File: config.mk
export PLATFORM = sky130hd
export DESIGN_NAME = burst_synch_ram
export DESIGN_NICKNAME = d
export VERILOG_FILES = /design/src/rtl/burst_synch_ram.sv
export SDC_FILE = /design/constraint.sdc
export NUM_CORES = 2
export LEC_CHECK = 0
export CAP_MARGIN = 20
export CELL_PAD_IN_SITES_DETAIL_PLACEMENT = 0
export CELL_PAD_IN_SITES_GLOBAL_PLACEMENT = 1
export CORE_MARGIN = 1.5
export CORE_UTILIZATION = 55
export DETAILED_ROUTE_END_ITERATION = 8
export PLACE_DENSITY_LB_ADDON = 0.05
export SYNTH_ARGS = -nofsm -noshare
export SYNTH_HDL_FRONTEND = slang
export SYNTH_SLANG_ARGS = --single-unit
export TNS_END_PERCENT = 30
File: constraint.sdc
create_clock -name clk -period 3.29 [get_ports clk]
set_input_delay 0.329 -clock clk [delete_from_list [all_inputs] [get_ports clk]]
set_output_delay 0.329 -clock clk [all_outputs]
set_load 0.02 [all_outputs]
File: src/rtl/burst_synch_ram.sv
// burst_synch_ram: command-decoded synchronous RAM fed by (DATA_W+2)-bit
// receive words. Supports write/read address set, writes with wrapping
// post-increment, and multi-word burst reads over a valid/ready handshake.
module burst_synch_ram #(
  parameter int unsigned DATA_W    = 8,
  parameter int unsigned ADDR_W    = 8,
  parameter int unsigned MEM_DEPTH = 256,
  parameter bit          AUTO_INC  = 1'b1
) (
  input  logic                clk,
  input  logic                rst,
  input  logic [DATA_W+1:0]   din,
  input  logic                rx_valid,
  output logic                rx_ready,
  output logic [DATA_W-1:0]   dout,
  output logic                tx_valid,
  input  logic                tx_ready,
  output logic                err
);

  localparam int unsigned CMD_W = DATA_W + 2;

  typedef enum logic [1:0] {
    OP_WADDR  = 2'b00,
    OP_WDATA  = 2'b01,
    OP_RADDR  = 2'b10,
    OP_RBURST = 2'b11
  } op_e;

  typedef enum logic {
    IDLE = 1'b0,
    SEND = 1'b1
  } state_e;

  typedef struct packed {
    op_e               op;
    logic [DATA_W-1:0] payload;
  } cmd_t;

  // Storage: no reset, contents survive rst.
  logic [DATA_W-1:0] mem [MEM_DEPTH];

  state_e            state_q, state_d;
  logic [ADDR_W-1:0] wr_addr_q, wr_addr_d;
  logic [ADDR_W-1:0] rd_addr_q, rd_addr_d;
  logic [DATA_W-1:0] rem_q, rem_d;
  logic [DATA_W-1:0] dout_q, dout_d;
  logic              tx_valid_q, tx_valid_d;
  logic              err_q, err_d;

  cmd_t              cmd;
  logic              addr_ok;
  logic              mem_we;
  logic [DATA_W-1:0] rd_word;

  // Wrapping successor; exact for non-power-of-two depths.
  function automatic logic [ADDR_W-1:0] next_addr(input logic [ADDR_W-1:0] a);
    if (a == ADDR_W'(MEM_DEPTH - 1)) begin
      return '0;
    end
    return a + ADDR_W'(1);
  endfunction

  // Address step applied after each write or each read word.
  function automatic logic [ADDR_W-1:0] step_addr(input logic [ADDR_W-1:0] a);
    if (AUTO_INC) begin
      return next_addr(a);
    end
    return a;
  endfunction

  // Split the receive word into opcode and payload.
  assign cmd = cmd_t'(din[CMD_W-1:0]);

  // Full payload compare also rejects any set bits above ADDR_W.
  assign addr_ok = (32'(cmd.payload) < MEM_DEPTH);

  assign rd_word  = mem[rd_addr_q];
  assign rx_ready = (state_q == IDLE);

  assign dout     = dout_q;
  assign tx_valid = tx_valid_q;
  assign err      = err_q;

  // State and registered outputs.
  always_ff @(posedge clk or posedge rst) begin
    if (rst) begin
      state_q    <= IDLE;
      wr_addr_q  <= '0;
      rd_addr_q  <= '0;
      rem_q      <= '0;
      dout_q     <= '0;
      tx_valid_q <= 1'b0;
      err_q      <= 1'b0;
    end else begin
      state_q    <= state_d;
      wr_addr_q  <= wr_addr_d;
      rd_addr_q  <= rd_addr_d;
      rem_q      <= rem_d;
      dout_q     <= dout_d;
      tx_valid_q <= tx_valid_d;
      err_q      <= err_d;
    end
  end

  // Memory write port; suppressed while reset is held.
  always_ff @(posedge clk) begin
    if (mem_we && !rst) begin
      mem[wr_addr_q] <= cmd.payload;
    end
  end

  // Command decode, burst sequencing and next-state logic.
  always_comb begin
    state_d    = state_q;
    wr_addr_d  = wr_addr_q;
    rd_addr_d  = rd_addr_q;
    rem_d      = rem_q;
    dout_d     = dout_q;
    tx_valid_d = tx_valid_q;
    err_d      = 1'b0;
    mem_we     = 1'b0;

    unique case (state_q)
      IDLE: begin
        if (rx_valid) begin
          unique case (cmd.op)
            OP_WADDR: begin
              if (addr_ok) begin
                wr_addr_d = cmd.payload[ADDR_W-1:0];
              end else begin
                err_d = 1'b1;
              end
            end
            OP_WDATA: begin
              mem_we    = 1'b1;
              wr_addr_d = step_addr(wr_addr_q);
            end
            OP_RADDR: begin
              if (addr_ok) begin
                rd_addr_d = cmd.payload[ADDR_W-1:0];
              end else begin
                err_d = 1'b1;
              end
            end
            OP_RBURST: begin
              dout_d     = rd_word;
              rd_addr_d  = step_addr(rd_addr_q);
              rem_d      = cmd.payload;
              tx_valid_d = 1'b1;
              state_d    = SEND;
            end
            default: ;
          endcase
        end
      end

      SEND: begin
        // Commands arriving mid-burst are dropped and flagged.
        if (rx_valid) begin
          err_d = 1'b1;
        end
        if (tx_valid_q && tx_ready) begin
          if (rem_q == '0) begin
            tx_valid_d = 1'b0;
            state_d    = IDLE;
          end else begin
            dout_d    = rd_word;
            rd_addr_d = step_addr(rd_addr_q);
            rem_d     = rem_q - DATA_W'(1);
          end
        end
      end

      default: state_d = IDLE;
    endcase
  end

endmodule

# Word level (Yosys, flattened, before mapping)
# Memories as Yosys holds them, arrays and structs flattened.
# Cells that the tools add are included.
[word_totals]
ff_bits = 35
ramBits = 2048
input_bits = 14
out_inout_bits = 11
word_cells = 95
mem_count = 1
[op_classes]
add_sub_neg = 3
eq_ne = 14
muxes = 59
bitwise = 1
n_reduce_logical = 10
[memory_table]
columns = ["memory", "words", "width", "rd", "rd_clocked_by_memory_dff", "write_ports", "line_no", "text"]
rows = [
  ["mem", 256, 8, 1, 0, 1, "41", "logic [DATA_W-1:0] mem [MEM_DEPTH];"],
]
[op_table]
columns = ["operator", "n"]
rows = [
  ["$mux W8", 19],
  ["$pmux W8 S2", 5],
  ["$mux W1", 32],
  ["$add A8 B1 Y8 const B", 2],
  ["$eq A8 B8 Y1 const B", 2],
  ["$reduce_and A4 Y1", 3],
  ["$logic_not A8 Y1", 1],
  ["$ne A2 B1 Y1 const B", 4],
  ["$sub A8 B1 Y8 const B", 1],
  ["$ne A2 B2 Y1 const B", 3],
  ["$pmux W1 S2", 3],
  ["$reduce_and A6 Y1", 1],
  ["$eq A2 B2 Y1 const B", 2],
  ["$ne A3 B1 Y1 const B", 1],
  ["$ne A3 B3 Y1 const B", 1],
  ["$eq A2 B1 Y1 const B", 1],
  ["$logic_and A1 B1 Y1", 2],
  ["$logic_not A2 Y1", 1],
  ["$reduce_bool A2 Y1", 1],
  ["$logic_not A1 Y1", 1],
  ["$not A1 Y1", 1],
]

# Depth between registers and ports, before layout
[logic_depth]
ltp_word = 10
depth_mapped = 11
mapped_depth_nobuf = 7

# Worst setup path before layout
# No wires, ideal clock.
[synth_timing]
path_type = "register to register"
startpoint = "register state_q"
endpoint = "memory mem[144][0] (enable)"
setup_ns = 0.370
arrival_time_ns = 2.368
required_time_ns = 2.920
path_slack_ns = 0.552
stages_incl_launch_ff = 8
path_buffers = 2
synth_period_minus_slack_ns = 2.738
cell_sequence = "dfrtp_1 inv_1 nand2_1 nor3_1 clkbuf_1 nand3_1 clkbuf_1 nor2_1"
[synth_between]
elab_chain_cells = 4
[synth_rtl]
columns = ["item", "line_no", "text"]
rows = [
  ["start, declared", "43", "state_e state_q, state_d;"],
  ["start signal, assigned", "96", "state_q <= state_d;"],
  ["$mux W1", "124", "unique case (state_q)"],
  ["$logic_and A1 B1 Y1", "108", "if (mem_we && !rst) begin"],
  ["$mux W1", "108", ""],
  ["$mux W1 (implied by the code)", "109", "mem[wr_addr_q] <= cmd.payload;"],
  ["end, declared", "41", ""],
]
# Every way passes these cells.

# Final worst setup path
[layout_timing]
startpoint = "register rd_addr_q[4]"
endpoint = "register dout_q[5] (netlist: dout[5])"
[layout_between]
elab_chain_cells = 4
word_cells_on_any_way = 6
cone_classes = "5 x mux; 1 x memory"
[layout_rtl]
columns = ["item", "line_no", "text"]
rows = [
  ["start, declared", "45", "logic [ADDR_W-1:0] rd_addr_q, rd_addr_d;"],
  ["start signal, assigned", "98", "rd_addr_q <= rd_addr_d;"],
  ["$mem_v2 Z256 W8 (*)", "n/a", ""],
  ["$mux W8 (on tied branches)", "164, 127", ""],
  ["$mux W8 (on tied branches)", "163, 126", ""],
  ["$pmux W8 S2 (*)", "124", ""],
  ["end signal, assigned", "100", "dout_q <= dout_d;"],
  ["end, declared", "47", "logic [DATA_W-1:0] dout_q, dout_d;"],
]
# Every way passes the cells marked *; elsewhere a longest branch is shown, timed or not. The select of a mux whose other input is x is not followed.
# A chain may end at the register's enable or synchronous reset.

==> results <==
- Dividing the detail-routed wire length by the instance count gives 32.0 um.
- The beginning of the critical path is rd_addr_q[4].
- The portion of total power attributed to the clock network is 0.315.
- The fill cell total of the finished layout is 9720.
- The internal power of the cells totals 0.0516 W.
- The clock latency on the worst-skew pair is between 0.8 and 0.9 ns.
- Setup violations remaining at the end of the flow were counted as 0.
- 25 I/O pins were placed.
- The max capacitance violation total is 0.
- Routability-driven placement finished with a final weighted congestion of approximately 0.86.
- Leaving out fill and tap cells, the most frequent cells in the layout are 2048 x sky130_fd_sc_hd__edfxtp_1, 498 x sky130_fd_sc_hd__mux4_2, 427 x sky130_fd_sc_hd__buf_4.
- STA classifies the critical path startpoint as a register.
- The maximum clock insertion buffer count is 3.
- The DRC violations left is 0.
- After layout, the design draws a total of 0.0729 W.
- After detailed routing, the total wire length is between 200000 and 250000 um.
- In this run the number of H-tree levels came out at 4.
- The capturing element type of the critical path is a register.
- The final-report max-slew violation count was 0.
- For this configuration, the core starts out at a cell density of 0.555.
- The post-DP HPWL is about 130000 um.
- Of the total power, registers draw 0.409.
- The most used flip-flop cell after synthesis is sky130_fd_sc_hd__edfxtp_1.
- Entering global routing, the biggest net connects 125 pins.
- The core region is 146000 um^2.
- After detailed routing, the number of vias per cell comes to 6.40.
- The layout overhead on the synthesized area is 15.3%.
- The placement-stage cell area is roughly 87000 um^2.
- For this block, the initial DRC count from the detailed router was around 4200.
- The summed negative setup slack over all endpoints is 0 ns.
- After synthesis, the netlist uses 49 different library cells.
- The die span in y is 387 um.
- The number of hold violations in the final report is 0.
- The leakage power total is slightly below 30 nW.
- The clock tree from TritonCTS is built.
- The total clock buffers created by CTS is 200.
- Across all layers, the routed design uses between 40000 and 50000 vias.
- The delay of the slowest cell on the worst path is 0.91 ns.
- The share of the clock period used by the worst path is 0.968.
- The cell with the largest stage delay on the worst path is sky130_fd_sc_hd__nor3_1.
- The cell count after synthesis came out at 3834.
- The number of buffers added for setup after CTS is 0.
- Of all flip-flops after synthesis, the portion carrying an async set or reset was 0.0168.
- The analysis attributes to net switching a power of ~0.021 W.
- Measured against its own limit, the worst slew margin works out to 0.230.
- IR analysis of the VDD net gives a maximum drop of 1.14 mV.
- The switching share of power is 0.291.
- The leading cell type in the layout, fill and taps excluded is sky130_fd_sc_hd__edfxtp_1.
- The post-route standard cell area excluding fillers is 93300 um^2.
- The transition time of the tightest slew-check pin is around 1.1 ns.
- The worst-path maximum fanout is 34.
- The tree is rooted in a sky130_fd_sc_hd__clkbuf_16.
- Derived from the worst setup path, the maximum achievable clock frequency is between 0.3 and 0.4 GHz.
- In the final layout, the share of cells above drive strength 1 is 0.292.
- The net count after synthesis is 3855.
- The total overflow left after global routing is 0.
- The number of core rows is between 100 and 150.
- Setup repair after global routing left no endpoint under its margin.
- The data required time at the worst endpoint is 4.02 ns.
- The clock period minus worst slack is roughly 3.2 ns.
- The worst reg2reg path startpoint is rd_addr_q[4].
- The clock-pin slew reported for the worst setup and hold paths after clock tree synthesis is 0.06 ns.
- The classification of the worst-slack hold path is in -> reg.
- The count of yosys warnings during synthesis is 0.
- The mean area per synthesized cell is roughly 21 um^2.
- The synthesized netlist occupies a cell area of 80900 um^2.
- The non-filler instance count after layout is around 6400.
- The count of flip-flops with a built-in enable after synthesis is 2048.
- The critical path ends at dout[5].
- Across every metal layer, demand over resource in global routing totals 0.277.
- The end of the worst register-to-register path is dout[5].
- The worst register-to-register path has a setup slack of 0.11 ns.
- The die width is 387 um.
- At the end of the flow, the number of nets in the layout was ~4300.
- The flow ran to the end, and the final reports show no timing, DRC or antenna violations.
- The worst clock skew on the final layout is 0.0242 ns.
- The number of antenna violations at the first check in global routing is 7.
- In this run the power density over the cells is 781 nW/um^2.
- The via count of the first global-routing pass was 41685.
- The number of cells traversed by the worst register-to-register path is 6.
- After synthesis the netlist holds a flip-flop and latch count of ~2100.
- The total number of clock tree sinks is 2083.
- The first-pass GRT wire length is 296000 um.
- The floorplan step defined a die boundary enclosing 149000 um^2.
- Data arrives at the worst endpoint at 3.92 ns.
- The number of instances in the placed design is 6023.
- The count of nets left with antenna violations once routing finished came out at 0.
- Of the synthesized area, sequential elements account for 0.771.
- Of the total power, combinational logic draws 0.276.
- The port buffer count is 24.
- The detailed-router iteration count before antenna repair is 6.
- The hold path startpoint is din[1].
- The kind of critical path is reg -> reg.
- The critical path goes through buf_12 > nand2b_1 > o22ai_1 > nor3_1 > and4bb_2 > a211oi_1.
metal layers:
| layer | part of all wire | wire [um] | up-vias | GRT usage |
|---|---|---|---|---|
| met5 | 0 | 0 | - | 0 |
| met3 | 0.077 | 15800 | 277 | 0.0449 |
| met2 | 0.48 | 98600 | 1748 | 0.438 |
| li1 | - | - | 17016 | - |
| met4 | 0.024 | 4980 | 0 | 0.0739 |
| met1 | 0.42 | 85100 | 21838 | 0.408 |
power by group through the flow:
stage | clock (W) | sequential (W) | combinational [W]
after floorplan | 0 | 0.0301 | 0.0128
after CTS | 0.0233 | 0.0298 | 0.0202
after global placement | 0 | 0.0303 | 0.0200
after global routing | 0.0243 | 0.0298 | 0.0211
final | 0.0230 | 0.0298 | 0.0201
after detailed placement | 0 | 0.0304 | 0.0202
logic make-up (layout without fill, tap and decap cells):
logic type / Yosys count / after routing / synth area share
AND/OR/NAND/NOR: 493 / 493 / 0.0273
buffers and inverters: 245 / 884 / 0.0153
AO/OA/AOI/OAI: 410 / 410 / 0.0345
adder cells (fa/ha/maj): 7 / 7 / 0.00108
flip-flops: 2083 / 2083 / 0.771
multiplexers: 596 / 596 / 0.151
other: 0 / 2 / 0
metrics by stage:
stage	util	setup slack [ns]	hold slack (ns)
after floorplan	-	0.552	0.428
after global placement	0.594	-0.0328	0.517
after detailed placement	0.594	-0.0146	0.523
after CTS	0.640	0.106	0.102
after global routing	0.640	0.0798	0.138
final	0.640	0.106	0.127
timing repair:
action / in CTS / in global routing
hold buffers: 2 / 0
resized for setup: 1 / 0
endpoints found under the hold margin: 24 / 0
endpoints found under the setup margin: 1 / 0
sequential cells by signal (all words and copies together) (netlist names):
register,flops
rem_q,8
err,1
state_q,1
wr_addr_q,8
mem,2048
rd_addr_q,8
dout,8
tx_valid,1
layout make-up:
type	instances	area, um^2	share of cell area
Multi-Input combinational cell	1506	17300	0.186
Inverter	12	46.3	0.000496
Clock buffer	252	5410	0.0580
Sequential cell	2083	62400	0.668
Tap cell	1917	2400	0.0257
Clock inverter	113	1170	0.0125
Timing Repair Buffer	507	4580	0.0490
Antenna cell	2	5.00	0.0000536
Yosys cell counts (35+ instances only):
| master | number | area, um^2 |
|---|---|---|
| sky130_fd_sc_hd__edfxtp_1 | 2048 | 61500 |
| sky130_fd_sc_hd__o21ai_0 | 39 | 195 |
| sky130_fd_sc_hd__a21oi_1 | 95 | 475 |
| sky130_fd_sc_hd__nand3_1 | 37 | 185 |
| sky130_fd_sc_hd__o22ai_1 | 38 | 238 |
| sky130_fd_sc_hd__a22oi_1 | 120 | 901 |
| sky130_fd_sc_hd__clkbuf_1 | 105 | 394 |
| sky130_fd_sc_hd__nand2_1 | 52 | 195 |
| sky130_fd_sc_hd__mux2i_1 | 81 | 811 |
| sky130_fd_sc_hd__nor2_1 | 290 | 1090 |
| sky130_fd_sc_hd__mux4_2 | 498 | 11200 |
| sky130_fd_sc_hd__buf_2 | 63 | 315 |
| sky130_fd_sc_hd__buf_4 | 47 | 353 |
| sky130_fd_sc_hd__dfrtp_1 | 35 | 876 |
how the worst min path moves through the flow:
stage | cells after the start | slack (ns) | endpoint
global route | 2 | 0.14 | err
CTS | 2 | 0.10 | err
floorplan | 0 | 0.43 | mem[0][0]
detailed placement | 2 | 0.52 | tx_valid
finish | 1 | 0.13 | mem[90][1]
global placement | 2 | 0.52 | tx_valid
critical path, delay by kind of cell, from the launching register on:
kind / cells / cell delay [ns]
AO/OA/AOI/OAI: 2 / 0.43
buffers and inverters: 1 / 0.30
flip-flops: 1 / 0.47
AND/OR/NAND/NOR: 3 / 1.85
(Power assumes the default switching activity.)
